--- config.mk ---
export PLATFORM = sky130hd
export DESIGN_NAME = hazard_ctrl_unit
export DESIGN_NICKNAME = d
export VERILOG_FILES = /design/src/rtl/hazard_ctrl_unit.sv
export SDC_FILE = /design/constraint.sdc
export NUM_CORES = 1
export LEC_CHECK = 0
export ABC_AREA = 1
export BUFFER_PORTS_ARGS = -buffer_cell sky130_fd_sc_hd__buf_2
export CAP_MARGIN = 20
export CELL_PAD_IN_SITES_DETAIL_PLACEMENT = 0
export CELL_PAD_IN_SITES_GLOBAL_PLACEMENT = 1
export CORE_ASPECT_RATIO = 1.25
export CORE_UTILIZATION = 25
export CTS_BUF_LIST = sky130_fd_sc_hd__clkbuf_4 sky130_fd_sc_hd__clkbuf_8 sky130_fd_sc_hd__clkbuf_16
export DETAILED_ROUTE_END_ITERATION = 16
export HOLD_SLACK_MARGIN = 0.02
export PLACE_DENSITY_LB_ADDON = 0.1
export SYNTH_ARGS = -nofsm -noshare
export SYNTH_HDL_FRONTEND = slang
export SYNTH_SLANG_ARGS = --single-unit
--- constraint.sdc ---
create_clock -name clk -period 1.8 [get_ports clk]
set_input_delay 0.09 -clock clk [delete_from_list [all_inputs] [get_ports clk]]
set_output_delay 0.09 -clock clk [all_outputs]
set_load 0.01 [all_outputs]
--- src/rtl/hazard_ctrl_unit.sv ---
// ID-stage hazard controller: load-use, branch/jr operand and mult/div stalls,
// plus a saturating stall-cycle performance counter.
module hazard_ctrl_unit #(
   parameter int unsigned REG_AW     = 5,
   parameter int unsigned MD_LAT     = 4,
   parameter int unsigned BR_FWD_MEM = 1,
   parameter int unsigned JR_CHECK   = 1,
   parameter int unsigned CNT_W      = 16
) (
   input  logic              clk,
   input  logic              rst,
   input  logic [REG_AW-1:0] Rs_ID,
   input  logic [REG_AW-1:0] Rt_ID,
   input  logic              useRs_ID,
   input  logic              useRt_ID,
   input  logic              branch_ID,
   input  logic              jr_ID,
   input  logic              md_use_ID,
   input  logic              memRead_EX,
   input  logic              regWrite_EX,
   input  logic [REG_AW-1:0] wreg_EX,
   input  logic              md_start_EX,
   input  logic              memRead_MEM,
   input  logic              regWrite_MEM,
   input  logic [REG_AW-1:0] wreg_MEM,
   input  logic              cnt_clr,
   output logic              clr_control,
   output logic              IF_ID_write,
   output logic              PC_write,
   output logic              md_busy,
   output logic [2:0]        stall_cause,
   output logic [CNT_W-1:0]  stall_cycles
);

   localparam int unsigned MD_CW  = (MD_LAT == 0) ? 1 : $clog2(MD_LAT + 1);
   localparam logic        BR_FWD = (BR_FWD_MEM != 0);
   localparam logic        JR_EN  = (JR_CHECK != 0);

   logic rs_ex, rt_ex, rs_mem, rt_mem;
   logic mem_hit;
   logic h_ld, h_br, h_md, stall;

   // Register 0 is hardwired zero, so it never creates a dependency.
   always_comb begin
      rs_ex  = useRs_ID && (Rs_ID == wreg_EX)  && (wreg_EX  != '0);
      rt_ex  = useRt_ID && (Rt_ID == wreg_EX)  && (wreg_EX  != '0);
      rs_mem = useRs_ID && (Rs_ID == wreg_MEM) && (wreg_MEM != '0);
      rt_mem = useRt_ID && (Rt_ID == wreg_MEM) && (wreg_MEM != '0);
   end

   // With MEM forwarding into the ID compare, only a load in MEM is still unresolved.
   assign mem_hit = regWrite_MEM & (memRead_MEM | ~BR_FWD);

   always_comb begin
      h_ld = memRead_EX & (rs_ex | rt_ex);
      h_br = (branch_ID & ((regWrite_EX & (rs_ex | rt_ex)) | (mem_hit & (rs_mem | rt_mem))))
           | (JR_EN & jr_ID & ((regWrite_EX & rs_ex) | (mem_hit & rs_mem)));
      h_md = md_busy & md_use_ID;
      stall = h_ld | h_br | h_md;
   end

   assign clr_control = stall;
   assign IF_ID_write = ~stall;
   assign PC_write    = ~stall;
   assign stall_cause = {h_md, h_br, h_ld};

   // Mult/div latency tracker; a start while busy reloads the full latency.
   generate
      if (MD_LAT == 0) begin : g_no_md
         logic unused_md_start;
         assign unused_md_start = md_start_EX;
         assign md_busy = 1'b0;
      end else begin : g_md
         logic [MD_CW-1:0] md_cnt;
         always_ff @(posedge clk or negedge rst) begin
            if (!rst) begin
               md_cnt <= '0;
            end else if (md_start_EX) begin
               md_cnt <= MD_CW'(MD_LAT);
            end else if (md_cnt != '0) begin
               md_cnt <= md_cnt - MD_CW'(1);
            end
         end
         assign md_busy = (md_cnt != '0);
      end
   endgenerate

   // Saturating stall counter; clear wins over a same-cycle stall.
   always_ff @(posedge clk or negedge rst) begin
      if (!rst) begin
         stall_cycles <= '0;
      end else if (cnt_clr) begin
         stall_cycles <= '0;
      end else if (stall && (stall_cycles != '1)) begin
         stall_cycles <= stall_cycles + CNT_W'(1);
      end
   end

endmodule

==> reports/metrics.cfg <==
[floorplan]
num_rows = 33
ioPinCount = 56
start_util_pct = 26.28
dieArea_sq_um = 7327
fp.dieH_um = 95.46
core_sq_um = 6648
die_w_um = 76.76

[setup_path]
worstPathArrival_ns = 1.99
r2r-end = stall_cycles[2]$_DFFE_PN0P_
reg2reg_depth = 12
crit_path_start = stall_cycles[1]$_DFFE_PN0P_
crit_end = stall_cycles[2]$_DFFE_PN0P_
end_kind = flip-flop
startpoint_type = flip-flop
crit_required_ns = 2.00
r2r_slack_ns = 0.02
crit_type = reg2reg
cp_max_fo = 8
reg2reg_from = stall_cycles[1]$_DFFE_PN0P_

[power]
vdd_ir_drop_max_mv = 0.4173
p_leak_nw = 1.435
pwr_density_cell_nw_per_um2 = 629.0

[cts]
h-tree-depth = 1
clkTransAtPathRegs_ns = 0.08
cts-buffers-inserted = 3
clk_latency_ns = 0.26
cts-root-buf = clkbuf_8
numClockSinks = 19
cts_tree = yes
cts_buffer_depth = 2

[route]
via_per_inst = 4.378
wl_met3_um = 194
drt_wl_total_mm = 5.268
drt_iter0_drc = 86
dr.max_layer_used = met4
antenna_left = 0
drt_first_pass_iters = 4
routedWlPerCell_um = 12.28
vias = 1878
drc = 0
drt-met1-wl_mm = 2.627
wl_met2_mm = 2.409

[sta]
hold_ws_ns = 0.09451
fin_ws_ns = 0.01636
worstMarginPinSlew_ns = 0.4774
clock_skew_ns = 0.003160
finalCritPeriodShare_pct = 99.09
max_freq_mhz = 560.7
hold_violations = 0
drv_slew = 0
slew_headroom_pct = 68.14
finalCriticalPeriod_ns = 1.784
setup_viol = 0
rsz0062_at_grt = yes

[placed_design]
portBuffers = 55
finalWeightedCongestion = 0.7339
dpl_worst_slack_ns = 0.01723
dp_hpwl_mm = 3.784

[global_routing]
grt_max_degree = 22
grt_pass1_vias = 1763
gr-total-overflow = 0
antenna_found_initial = 0
grt_usage_pct = 14.72
grt_pass1_wl_mm = 8.487

[yosys]
synth_warnings = 0
synth-edff-count = 0
ys_types = 29
synthArstFlopShare_pct = 100.0
yosys-top-cells-count = 88 x nand2_1, 44 x inv_1, 30 x nand3_1
synth_top_cell_area_share_pct = 27.22
yosysTopAreaCell = dfrtp_1
synthesis.area_sq_um = 1747
ys.flop_type = dfrtp_1
ys_ff_latch = 19
synth_cells = 274
yosysMostFrequentCell = nand2_1
syn_avg_cell_area_sq_um = 6.375
netlist_top_cells_area = dfrtp_1 27%, nand2_1 19%, inv_1 9.5%
yosysSeqAreaShare_pct = 27.22
synth_nets = 310

[min_path]
min_path_type = in2reg

[outcome]
outcome = complete, no violations

[final_layout]
area_delta_synth_final_pct = 36.46
nets = 379
n_antenna_cell = 0
drive_gt1_share_pct = 32.46

[job]
maxCapViolCount = 0

-- cell families (layout without fill, tap and decap cells) --
group,count (synthesis),in the layout,synth area share [%]
buffers and inverters,58,125,14.18
AND/OR/NAND/NOR,167,167,43.91
adder cells (fa/ha/maj),3,3,2.149
flip-flops,19,19,27.22
AO/OA/AOI/OAI,12,13,5.015
XOR/XNOR,15,15,7.522
-- flip-flops by register name, indices dropped and copies added, names as in the netlist --
name,cells
stall_cycles,16
g_md.md_cnt,3
-- report_power, final --
part           switching (mW)  leakage, nW  internal [mW]
Combinational           0.363         1.15          0.295
Sequential             0.0392        0.258          0.470
Clock                   0.159       0.0262          0.173
Total                   0.561         1.43          0.938
-- worst min path at each step --
stage / from / endpoint / depth (start not counted) / slack [ns]
CTS: md_start_EX / g_md.md_cnt[2]$_DFFE_PN0P_ / 3 / 0.09
finish: md_start_EX / g_md.md_cnt[2]$_DFFE_PN0P_ / 3 / 0.09
detailed placement: rst / stall_cycles[4]$_DFFE_PN0P_ / 1 / 0.08
global placement: rst / stall_cycles[4]$_DFFE_PN0P_ / 1 / 0.08
floorplan: rst / g_md.md_cnt[0]$_DFFE_PN0P_ / 0 / -0.21
global route: md_start_EX / g_md.md_cnt[2]$_DFFE_PN0P_ / 3 / 0.12
-- repair_timing --
item,CTS,global route
endpoints found under the hold margin,19,0
hold buffers,1,0
pin swaps,2,6
setup buffers,3,6
setup endpoints to repair,4,19
cloned,1,0
gates resized for setup,5,22
-- worst max-delay path, cell delays in order, from the launching register on --
cell	delay, ns
dfrtp_1	0.40
ha_2	0.20
nand2_2	0.05
inv_2	0.08
nand2_4	0.05
nor2_4	0.11
nand4_4	0.09
inv_2	0.09
nand3_4	0.08
nor2_4	0.15
o21bai_4	0.23
nand3_1	0.11
nand2_1	0.08
-- area by class of cell --
class | instances | area, sq um
clock buffer | 4 | 48.80
timing repair buffer | 73 | 437.9
multi-input combinational | 198 | 1130
fill | 764 | 4264
inverter | 48 | 182.7
sequential | 19 | 475.5
tap | 87 | 108.9
-- routing by layer --
layer / vias up / GRT usage [%]
li1: 992 / -
met1: 845 / 20.81
met2: 37 / 23.88
met3: 4 / 1.627
met4: 0 / 3.365
met5: - / 0
-- cell usage in the layout, fill, tap and decap left out, types with 2 or more instances in the layout --
cell type and count:
nor2_1 21, buf_12 2, nand2_4 2, xor2_1 9, dfrtp_1 19, inv_2 5, buf_4 15, o21bai_4 2
buf_2 55, nand3_2 8, nand3_1 23, nor2_2 2, o21ai_0 4, nand4_1 16, xnor2_1 6, inv_1 42
a21oi_1 2, nor2_4 2, clkbuf_8 3, nand2_2 5, nand2_1 84
-- stage by stage --
step                      setup TNS [ns]  power (mW)  cell area, sq um  utilization [%]  std cells
after floorplan                        0      0.8291              1747                -        274
after global placement                 0       1.004              2136            32.13        414
after detailed placement               0      0.9967              2136            32.13        414
after CTS                              0       1.411              2247            33.80        423
after global routing              -1.660       1.606              2384            35.86        429
final                                  0       1.499              2384            35.86        429
No activity file was read; power rests on OpenSTA's default activity.
